===== src/rtl/time_nmr_vote.sv =====
// Receive end of the time-redundancy path: gathers NumReps copies sharing an ID
// and votes on them (DMR flags mismatches for retry, TMR corrects by majority).
module time_nmr_vote #(
  parameter int unsigned DataWidth   = 8,
  parameter int unsigned NumReps     = 3,
  parameter int unsigned IDSize      = 4,
  parameter int unsigned LockTimeout = 4
) (
  input  logic                 clk_i,
  input  logic                 rst_ni,
  input  logic                 enable_i,
  input  logic [DataWidth-1:0] data_i,
  input  logic [IDSize-1:0]    id_i,
  input  logic                 valid_i,
  output logic                 ready_o,
  output logic [DataWidth-1:0] data_o,
  output logic [IDSize-1:0]    id_o,
  output logic                 valid_o,
  input  logic                 ready_i,
  output logic                 needs_retry_o,
  output logic                 corrected_o,
  output logic                 fault_detected_o,
  output logic                 lock_o
);
  localparam int unsigned   TW   = $clog2(LockTimeout + 1);
  localparam logic [1:0]    NREP = 2'(NumReps);
  localparam logic [TW-1:0] TMO  = TW'(LockTimeout);

  typedef enum logic {S_COLLECT, S_OUTPUT} state_e;

  state_e                    r_state, w_state_nxt;
  logic [2:0][DataWidth-1:0] r_buf, w_buf_nxt, w_cp;
  logic [1:0]                r_cnt, w_cnt_nxt, w_n;
  logic [IDSize-1:0]         r_gid, w_gid_nxt;
  logic                      r_hold_v, w_hold_v_nxt;
  logic [DataWidth-1:0]      r_hold_d, w_hold_d_nxt;
  logic [IDSize-1:0]         r_hold_id, w_hold_id_nxt;
  logic                      r_last_v, w_last_v_nxt;
  logic [IDSize-1:0]         r_last_id, w_last_id_nxt;
  logic [TW-1:0]             r_tcnt, w_tcnt_nxt;
  logic [DataWidth-1:0]      r_od, w_od_nxt;
  logic [IDSize-1:0]         r_oid, w_oid_nxt;
  logic                      r_retry, w_retry_nxt, r_corr, w_corr_nxt;
  logic                      r_fault, w_fault_nxt;

  logic w_open, w_strag, w_tmo, w_complete, w_close;
  logic w_eq01, w_eq02, w_eq12;
  logic [DataWidth-1:0] w_vdata;
  logic w_vretry, w_vcorr, w_vanom;

  assign w_open = (r_cnt != 2'd0) && (r_cnt != NREP);
  // A late copy of the group just emitted is dropped even while the next group is open.
  assign w_strag = r_last_v && (id_i == r_last_id) && ((r_cnt == 2'd0) || (id_i != r_gid));
  assign w_tmo = w_open && (r_tcnt == TMO);
  assign w_complete = valid_i && !w_strag && (r_cnt != 2'd0) && (id_i == r_gid)
                      && (r_cnt == NREP - 2'd1);
  assign w_n = w_complete ? NREP : r_cnt;

  // Vote sees the closing copy straight from the input, before it lands in r_buf.
  always_comb begin
    w_cp = r_buf;
    if (w_complete) w_cp[r_cnt] = data_i;
  end

  always_comb begin
    w_eq01   = w_cp[0] == w_cp[1];
    w_eq02   = w_cp[0] == w_cp[2];
    w_eq12   = w_cp[1] == w_cp[2];
    w_vdata  = w_cp[0];
    w_vretry = 1'b0;
    w_vcorr  = 1'b0;
    w_vanom  = 1'b0;
    if (w_n == NREP) begin
      if (NumReps == 3 && !(w_eq01 && w_eq12)) begin
        w_vanom = 1'b1;
        if (w_eq01 || w_eq02) w_vcorr = 1'b1;
        else if (w_eq12) begin
          w_vcorr = 1'b1;
          w_vdata = w_cp[1];
        end else w_vretry = 1'b1;
      end else if (NumReps == 2 && !w_eq01) begin
        w_vanom  = 1'b1;
        w_vretry = 1'b1;
      end
    end else if (w_n == 2'd2 && w_eq01) w_vcorr = 1'b1;
    else w_vretry = 1'b1;
  end

  always_comb begin
    w_state_nxt   = r_state;
    w_buf_nxt     = r_buf;
    w_cnt_nxt     = r_cnt;
    w_gid_nxt     = r_gid;
    w_hold_v_nxt  = r_hold_v;
    w_hold_d_nxt  = r_hold_d;
    w_hold_id_nxt = r_hold_id;
    w_last_v_nxt  = r_last_v;
    w_last_id_nxt = r_last_id;
    w_tcnt_nxt    = r_tcnt;
    w_od_nxt      = r_od;
    w_oid_nxt     = r_oid;
    w_retry_nxt   = r_retry;
    w_corr_nxt    = r_corr;
    w_fault_nxt   = 1'b0;
    w_close       = 1'b0;
    if (!enable_i) begin
      w_state_nxt   = S_COLLECT;
      w_buf_nxt     = '0;
      w_cnt_nxt     = '0;
      w_gid_nxt     = '0;
      w_hold_v_nxt  = 1'b0;
      w_hold_d_nxt  = '0;
      w_hold_id_nxt = '0;
      w_last_v_nxt  = 1'b0;
      w_last_id_nxt = '0;
      w_tcnt_nxt    = '0;
      w_od_nxt      = '0;
      w_oid_nxt     = '0;
      w_retry_nxt   = 1'b0;
      w_corr_nxt    = 1'b0;
    end else if (r_state == S_COLLECT) begin
      if (valid_i) begin
        w_tcnt_nxt = '0;
        if (w_strag) w_fault_nxt = 1'b1;
        else if (r_cnt == 2'd0) begin
          w_buf_nxt[0] = data_i;
          w_gid_nxt    = id_i;
          w_cnt_nxt    = 2'd1;
        end else if (id_i == r_gid) begin
          w_buf_nxt[r_cnt] = data_i;
          w_cnt_nxt        = r_cnt + 2'd1;
          w_close          = w_complete;
          w_fault_nxt      = w_complete && w_vanom;
        end else begin
          w_hold_v_nxt  = 1'b1;
          w_hold_d_nxt  = data_i;
          w_hold_id_nxt = id_i;
          w_close       = 1'b1;
          w_fault_nxt   = 1'b1;
        end
      end else if (w_tmo) begin
        w_close     = 1'b1;
        w_fault_nxt = 1'b1;
        w_tcnt_nxt  = '0;
      end else if (w_open) w_tcnt_nxt = r_tcnt + 1'b1;
      if (w_close) begin
        w_state_nxt = S_OUTPUT;
        w_od_nxt    = w_vdata;
        w_oid_nxt   = r_gid;
        w_retry_nxt = w_vretry;
        w_corr_nxt  = w_vcorr;
      end
    end else if (ready_i) begin
      w_state_nxt   = S_COLLECT;
      w_last_id_nxt = r_gid;
      w_last_v_nxt  = 1'b1;
      if (r_hold_v) begin
        w_buf_nxt[0] = r_hold_d;
        w_gid_nxt    = r_hold_id;
        w_cnt_nxt    = 2'd1;
        w_hold_v_nxt = 1'b0;
      end else w_cnt_nxt = 2'd0;
    end
  end

  always_ff @(posedge clk_i) begin
    if (!rst_ni) begin
      r_state   <= S_COLLECT;
      r_buf     <= '0;
      r_cnt     <= '0;
      r_gid     <= '0;
      r_hold_v  <= 1'b0;
      r_hold_d  <= '0;
      r_hold_id <= '0;
      r_last_v  <= 1'b0;
      r_last_id <= '0;
      r_tcnt    <= '0;
      r_od      <= '0;
      r_oid     <= '0;
      r_retry   <= 1'b0;
      r_corr    <= 1'b0;
      r_fault   <= 1'b0;
    end else begin
      r_state   <= w_state_nxt;
      r_buf     <= w_buf_nxt;
      r_cnt     <= w_cnt_nxt;
      r_gid     <= w_gid_nxt;
      r_hold_v  <= w_hold_v_nxt;
      r_hold_d  <= w_hold_d_nxt;
      r_hold_id <= w_hold_id_nxt;
      r_last_v  <= w_last_v_nxt;
      r_last_id <= w_last_id_nxt;
      r_tcnt    <= w_tcnt_nxt;
      r_od      <= w_od_nxt;
      r_oid     <= w_oid_nxt;
      r_retry   <= w_retry_nxt;
      r_corr    <= w_corr_nxt;
      r_fault   <= w_fault_nxt;
    end
  end

  assign valid_o          = enable_i ? (r_state == S_OUTPUT) : valid_i;
  assign ready_o          = enable_i ? (r_state == S_COLLECT) : ready_i;
  assign data_o           = enable_i ? r_od : data_i;
  assign id_o             = enable_i ? r_oid : id_i;
  assign needs_retry_o    = enable_i && r_retry;
  assign corrected_o      = enable_i && r_corr;
  assign fault_detected_o = enable_i && r_fault;
  assign lock_o           = enable_i && (r_state == S_COLLECT) && w_open;
endmodule


===== config.mk =====
export PLATFORM = sky130hd
export DESIGN_NAME = time_nmr_vote
export DESIGN_NICKNAME = d
export VERILOG_FILES = /design/src/rtl/time_nmr_vote.sv
export SDC_FILE = /design/constraint.sdc
export NUM_CORES = 1
export LEC_CHECK = 0
export BUFFER_PORTS_ARGS = -buffer_cell sky130_fd_sc_hd__buf_4
export CORE_MARGIN = 2
export CORE_UTILIZATION = 62
export CTS_BUF_LIST = sky130_fd_sc_hd__clkbuf_8
export DETAILED_ROUTE_END_ITERATION = 10
export GPL_ROUTABILITY_DRIVEN = 0
export MAX_ROUTING_LAYER = met4
export PLACE_DENSITY = 0.82
export SLEW_MARGIN = 20
export SYNTH_ARGS = -nofsm -noshare
export SYNTH_HDL_FRONTEND = slang
export SYNTH_SLANG_ARGS = --single-unit

===== constraint.sdc =====
create_clock -name clk_i -period 2.9 [get_ports clk_i]
set_clock_uncertainty 0.1 [all_clocks]
set_input_delay 0.29 -clock clk_i [delete_from_list [all_inputs] [get_ports clk_i]]
set_output_delay 0.29 -clock clk_i [all_outputs]
set_load 0.1 [all_outputs]

* Word-level counts from Yosys, hierarchy flattened
Cells that the tools add are included.
Word-level totals: bits in writable memories 0, ROM bits 0, memories kept 0, bits of input ports 17, bits in latches 0, logic and storage cells 148, output and inout port bits 18, register bits after elaboration 67
Operators by class: multipliers 0, mux-type cells 68, shifts and indexed selects 0, div/mod/pow operators 0, reduce and logical (&&, ||, !) cells 37, bitwise gates (word level) 6, add/subtract/negate cells 2, equal/unequal tests 16, magnitude comparators 2
Operator list (count):
- two-way mux 8 bit | 13
- two-way mux 1 bit | 35
- two-way mux 4 bit | 7
- AND reduction 5 bit | 5
- bitwise mux 24 bit | 1
- == test 8 bit | 3
- two-way mux 24 bit | 1
- logical AND 1 bit | 17
- demux 8 bit (select 2 bit) | 1
- two-way mux 2 bit | 7
- != test 2 bit, second input constant | 5
- two-way mux 3 bit | 3
- == test 4 bit | 2
- AND reduction 2 bit | 4
- == test 2 bit, second input constant | 3
- NOT 1 bit | 6
- nonzero test 2 bit | 3
- nonzero test 3 bit | 2
- != test 4 bit | 1
- AND reduction 4 bit | 1
- adder 3 x 1 -> 3 bit, second input constant | 1
- == test 3 bit, second input constant | 1
- less-than comparator 2 x 3 -> 1 bit, second input constant | 1
- OR reduction 3 bit | 1
- other kinds (6) | 7

* Longest topological paths before layout
Gate-level depths: netlist of run 1.
depth in word-level cells 18, mapped depth 12, gate-level depth less buffers 10

* Worst setup path after synthesis of run 1
Ideal clock, no wire load.
path type input port to output port, start point input port data_i[2], end point output port data_o[2], cell stages on the path 3, slack -0.141 ns, buffers on the path 1, required time 2.510 ns, data arrival time 2.651 ns, cell sequence buf_2 inv_1 o21ai_0
On the way: cells in the longest elaborated chain, start to end 1
Ends and longest elaborated chain:
- start, declared | line 12 | input logic [DataWidth-1:0] data_i,
- two-way mux 8 bit | line 204 | assign data_o = enable_i ? r_od : data_i;
- end, declared | line 16 | output logic [DataWidth-1:0] data_o,
No other way between the ends.

* Final worst setup path of run 1
start point register r_cnt[1], end point register r_retry
On the way: cells in the longest elaborated chain, start to end 15, elaborated cells between the ends (all ways) 42, those cells by class 2 x order compare; 7 x eq/ne; 17 x mux; 16 x reduce/logical
Ends and longest elaborated chain:
- start, declared | line 33 | logic [1:0] r_cnt, w_cnt_nxt, w_n;
- start signal, assigned | line 186 | r_cnt <= w_cnt_nxt;
- branches (longest 15 deep; another with less-than comparator 2 x 3 -> 1 bit)
- end signal, assigned | line 196 | r_retry <= w_retry_nxt;
- end, declared | line 43 | logic r_retry, w_retry_nxt, r_corr, w_corr_nxt;
Parallel ways; which one is timed is not known. The select of a mux whose other input is x is not followed. A chain may end at the register's enable or synchronous reset.

==> summary.txt, run 1 <==
Status -> finished clean
Syn Inst Count -> 511
Post-synth EDFFs -> 0
Syn nets -> 533
Critical path endpoint -> r_retry$_SDFFE_PN0P_
Max Cap Violations -> 0
Vias in the first global route -> 3599
Routed Antenna Nets -> 0
Slew Limit Fails -> 0
Post-synthesis xor/xnor area fraction -> 7.95%
RSZ-0062 raised after global routing -> false
Worst Hold Depth -> 3
CP Capture Type -> flip-flop
Main combinational cell family by area after synthesis -> simple AND/OR/NAND/NOR gates
Postcts setup bufs -> 0
DP HPWL -> 7600 um
I/O Buffers -> 34
Commonest non-fill, non-tap cells in the layout -> dfxtp_1, nand2_1, a21oi_1
Sequential Area -> 0.00134 mm2
Flop-to-flop setup slack -> 0.22 ns
Critical Path Start -> r_cnt[1]$_SDFFE_PN0P_
Final WL -> 11000 um
Area share of fa/ha/maj cells after synthesis -> 1.52%
Final period util -> 92.3%
Clock Latency Late Sink -> 0.37 ns
CTS root buffer -> clkbuf_8
Row count -> 29
Die Footprint -> 0.00732 mm2
Headroom to the max-slew limit -> 31.3%
Distinct cells, synth -> 63
Yosys reg bits -> 67
Synth async-reset ratio -> 0%
DRC viols -> 0
Final worst path period need -> 2.68 ns
Layout cell share with drive strength beyond 1 -> 19.8%
Core area -> 0.00639 mm2
Grt ovf -> 0
Post-synthesis compound-gate area fraction -> 18.0%
Mean post-synth cell area -> 8.07 um2
Pwr dens -> 475 mW/mm2
LEAKAGE -> 1.67 nW
Slew @ Worst Pin -> 1.03 ns
Yosys warning total -> 0
Antenna cells -> 0
Largest net degree at the start of global routing -> 45
Critical R2R Capture -> r_retry$_SDFFE_PN0P_
Final setup fails -> 0
Routed vias -> 3821
CTS tree -> done
Critical path class -> reg -> reg
Drt first pass iters -> 5
Post-synthesis cell area -> 0.00412 mm2
Critical Path Fanout Max -> 10
Reg clk slew, reported paths -> 0.08 ns
Filler Cells Inserted -> 530
FF-to-FF path depth -> 10
Die width -> 85.6 um
Setup_tns -> 0 ns
Top_reg_cell synth -> dfxtp_1
First-pass GRT wire length -> 17800 um
Post-synthesis sequential area ratio -> 32.5%
Area occupied by multi-input gates -> 0.00252 mm2
Critical path arrival -> 2.80 ns
I/O pins -> 35
Drt initial violations -> 408
Die H -> 85.6 um
Routed len/inst -> 18.2 um
Antenna violations before repair -> 0
Post-synthesis mux area share -> 9.59%
Most common cell after layout, fill and taps aside -> dfxtp_1
Pwr Total -> 2.17 mW
Final count of hold timing violations -> 0
Layout Area Growth over Synthesis -> 10.7%
Starting Density -> 64.6%
Max frequency -> 0.374 GHz
Peak VDD IR -> 0.326 mV
GRT Util Overall -> 32.1%
CTS Buffer Depth -> 2
Worst Hold Class -> in -> reg
CTS sink count -> 67
Worst Setup Slack post-DPL -> 0.161 ns
RR Startpoint -> r_cnt[1]$_SDFFE_PN0P_
Vias per inst -> 6.29
Post-Synth Simple-Gate Area -> 23.8%
Num CTS Buffers -> 9
# H-tree levels -> 3
CP Launch Type -> flip-flop
Crit path required time -> 3.02 ns
Nets -> 547
Setup ws final -> 0.224 ns
==> worst max-delay path, cell delays in order, from the launching register on <==
cell and delay (ns):
dfxtp_1 0.43, inv_1 0.10, ha_1 0.28, and2b_1 0.25, nand2_2 0.14, or4_1 0.44
nand4bb_1 0.11, o2111ai_1 0.12, nor4_2 0.24, o221a_2 0.26, a21oi_1 0.08
==> power by group <==
part / switching [mW] / internal (mW) / total [mW]
registers: 0.0249 / 0.934 / 0.959
logic: 0.269 / 0.129 / 0.398
clock network: 0.408 / 0.402 / 0.811
==> routing by layer <==
layer	share of wire [%]	wire length, um	vias to the layer above	track usage, %
met4	3.2	357	0	16.9
met3	7.2	790	36	5.29
met1	42	4640	1808	40.3
li1	-	-	1807	-
met5	0	0	-	-
met2	48	5260	170	49.8
==> cells by family (layout without fill, tap and decap cells) <==
kind of cell	Yosys count	in the layout
compound gates	114	114
xor+xnor	34	34
fa+ha+maj	5	5
buf+inv	58	77
flops	67	67
mux	38	38
simple gates	195	195
==> how the worst min path moves through the flow <==
stage | end | start | slack [ns]
global placement | r_od[7]$_SDFFE_PN0P_ | r_od[7]$_SDFFE_PN0P_ | 0.34
detailed placement | r_od[2]$_SDFFE_PN0P_ | r_od[2]$_SDFFE_PN0P_ | 0.35
global route | r_buf[19]$_SDFFE_PN0P_ | data_i[3] | 0.16
finish | r_hold_id[2]$_SDFFE_PN0P_ | id_i[2] | 0.14
CTS | r_hold_id[2]$_SDFFE_PN0P_ | id_i[2] | 0.13
floorplan | r_od[0]$_SDFFE_PN0P_ | r_od[0]$_SDFFE_PN0P_ | 0.33
==> Yosys cell counts, types with 3 or more instances <==
cell type | number | area share [%]
nor2b_1 | 4 | 0.61
buf_2 | 5 | 0.61
clkbuf_1 | 26 | 2.4
xnor2_2 | 4 | 1.6
inv_1 | 13 | 1.2
nand2b_1 | 7 | 1.1
buf_1 | 6 | 0.55
a211oi_1 | 15 | 2.7
nor2_1 | 50 | 4.6
buf_4 | 3 | 0.55
nand3_1 | 25 | 3.0
xnor2_1 | 13 | 2.8
and2_1 | 8 | 1.2
mux2i_1 | 26 | 6.3
mux2_2 | 12 | 3.3
o211ai_1 | 7 | 1.3
ha_1 | 5 | 1.5
buf_6 | 5 | 1.4
nor3_1 | 10 | 1.2
nand4_1 | 3 | 0.46
dfxtp_1 | 67 | 33
xor2_1 | 17 | 3.6
nand2_1 | 63 | 5.7
nor4_1 | 3 | 0.46
o21ai_0 | 9 | 1.1
a21oi_1 | 53 | 6.4
==> through the flow <==
| step | instances | area [um2] | utilization (%) | hold slack (ns) |
|---|---|---|---|---|
| 2_1_floorplan | 511 | 4120 | - | 0.333 |
| 3_5_place_dp | 591 | 4360 | 68.3 | 0.347 |
| 3_3_place_gp | 591 | 4360 | 68.3 | 0.341 |
| 6_report | 607 | 4570 | 71.5 | 0.136 |
| 4_1_cts | 607 | 4560 | 71.4 | 0.129 |
| 5_1_grt | 607 | 4570 | 71.5 | 0.156 |
==> timing repair <==
action	4_1_cts	5_1_grt
resized for setup	0	4
endpoints found under the setup margin	0	10
hold buffers	0	0
==> final cells by class <==
cell class / instances / share of cell area [%]
Inverter: 13 / 1.07
Multi-Input combinational cell: 386 / 55.1
Tap cell: 77 / 2.11
Clock buffer: 9 / 2.71
Timing Repair Buffer: 48 / 7.89
Sequential cell: 67 / 29.4
Clock inverter: 7 / 1.70
Power figures use the tool's default switching activity.
==> run 2: changes to the inputs <==
==> constraint.sdc (replaced) <==
create_clock -name clk_i -period 2.9 [get_ports clk_i]
set_clock_uncertainty 0.1 [all_clocks]
set_input_delay 0.29 -clock clk_i [delete_from_list [all_inputs] [get_ports clk_i]]
set_output_delay 0.29 -clock clk_i [all_outputs]
set_load 0.005 [all_outputs]
==> summary.txt, run 2 (synthesized netlist as in run 1, its figures left out) <==
Status -> finished clean
Peak VDD IR -> 0.353 mV
Filler Cells Inserted -> 515
# H-tree levels -> 3
Grt met2 use -> 46.0%
Delay-heaviest family, CP -> simple AND/OR/NAND/NOR gates
Headroom to the max-slew limit -> 34.4%
Drt first pass iters -> 5
Antenna cells -> 0
Die Footprint -> 0.00732 mm2
CP max stage delay -> 0.46 ns
Met3 Use GR -> 5.58%
Routed len/inst -> 17.5 um
Final WL -> 10600 um
Sequential power share -> 43.4%
Starting Density -> 64.6%
Slowest-stage cell, CP -> or4_1
Critical Path Fanout Max -> 10
Row count -> 29
Antenna violations before repair -> 0
Stages on the worst setup path -> 10
Top Usage Layer GRT -> met2
Vias in the first global route -> 3414
Final worst path period need -> 2.71 ns
Critical path arrival -> 2.83 ns
Commonest non-fill, non-tap cells in the layout -> dfxtp_1, nand2_1, a21oi_1
Most common cell after layout, fill and taps aside -> dfxtp_1
Worst Hold Class -> in -> reg
LEAKAGE -> 1.69 nW
Max frequency -> 0.369 GHz
FF-to-FF path depth -> 10
CTS root buffer -> clkbuf_8
GRT Util Overall -> 30.6%
Final setup fails -> 0
Nets -> 548
Critical path class -> reg -> reg
Drt initial violations -> 344
RSZ-0062 raised after global routing -> false
Sequential Area -> 0.00134 mm2
Vias per inst -> 6.21
Post-CTS Hold Fix Bufs -> 0
Routed Antenna Nets -> 0
CTS sink count -> 67
Max Cap Violations -> 0
Reg clk slew, reported paths -> 0.07 ns
DRC viols -> 0
Core area -> 0.00639 mm2
Die width -> 85.6 um
Min Hold Slack -> 0.151 ns
Util after Layout -> 72.3%
Psw -> 0.564 mW
DP HPWL -> 7320 um
Largest net degree at the start of global routing -> 33
Critical path, cell by cell -> inv_1, ha_1, and2b_1, nand2_1, or4_1, nand4bb_1, o2111ai_1, nor4_2, o221a_2, a21oi_1
Area occupied by multi-input gates -> 0.00251 mm2
CP Launch Type -> flip-flop
Switching share of total power -> 25.6%
Combinational share of power -> 14.2%
First-pass GRT wire length -> 17100 um
CTS tree -> done
Worst Hold Depth -> 3
Layout Area Growth over Synthesis -> 11.9%
Clock Latency Late Sink -> 0.35 ns
Crit path required time -> 3.02 ns
Setup_tns -> 0 ns
Grt ovf -> 0
Clk pwr share -> 42.4%
Die H -> 85.6 um
Pint -> 1.64 mW
Routed vias -> 3773
Final count of hold timing violations -> 0
Final period util -> 93.4%
I/O Buffers -> 34
Slew @ Worst Pin -> 0.984 ns
Pwr dens -> 478 mW/mm2
Grt met1 use -> 40.9%
Layout cell share with drive strength beyond 1 -> 19.6%
Num CTS Buffers -> 9
I/O pins -> 35
CTS Buffer Depth -> 2
Slew Limit Fails -> 0
Worst Path Buf+Inv -> 1
CP Capture Type -> flip-flop
[run 2: tightest hold or removal path, delay by kind of cell]
family	cells	cell delay, ns
buf+inv	1	0.13
mux	1	0.08
simple gates	1	0.07
[run 2: final timing paths]
check / start / to / slack (ns)
max: r_cnt[1]$_SDFFE_PN0P_ / r_retry$_SDFFE_PN0P_ / 0.19
min: data_i[3] / r_hold_d[3]$_SDFFE_PN0P_ / 0.15
max reg2reg: r_cnt[1]$_SDFFE_PN0P_ / r_retry$_SDFFE_PN0P_ / 0.19
min reg2reg: r_od[2]$_SDFFE_PN0P_ / r_od[2]$_SDFFE_PN0P_ / 0.36
[run 2: timing repair]
item,CTS,global route
buffers inserted,0,0
resized for setup,0,2
setup endpoints to repair,0,2
[run 2: power by group through the flow]
| stage | clock, mW | combinational [mW] | sequential, mW |
|---|---|---|---|
| final | 0.935 | 0.313 | 0.958 |
| after global routing | 0.984 | 0.342 | 0.959 |
| after CTS | 0.946 | 0.311 | 0.957 |
| after detailed placement | 0 | 0.308 | 0.978 |
| after global placement | 0 | 0.300 | 0.977 |
| after floorplan | 0 | 0.226 | 0.966 |
[run 2: area by class of cell]
| type | count | share of cell area (%) |
|---|---|---|
| tap | 77 | 2.09 |
| clock buffer | 13 | 3.88 |
| inverter | 13 | 1.06 |
| sequential | 67 | 29.1 |
| timing repair buffer | 49 | 7.97 |
| multi-input combinational | 386 | 54.5 |
| clock inverter | 3 | 1.46 |
[run 2: metrics by stage]
| step | cells | cell area (um2) | worst slack [ns] | power [mW] |
|---|---|---|---|---|
| 3_5_place_dp | 592 | 4370 | 0.204 | 1.29 |
| 6_report | 608 | 4620 | 0.191 | 2.21 |
| 4_1_cts | 608 | 4610 | 0.189 | 2.21 |
| 5_1_grt | 608 | 4620 | 0.0164 | 2.28 |
| 2_1_floorplan | 511 | 4120 | 0.479 | 1.19 |
| 3_3_place_gp | 592 | 4370 | 0.294 | 1.28 |
[run 2: routing by layer]
metal / routed length, um / vias to the layer above
met5: 0 / -
met4: 218 / 0
met3: 916 / 24
met2: 4980 / 195
met1: 4500 / 1750
li1: - / 1804
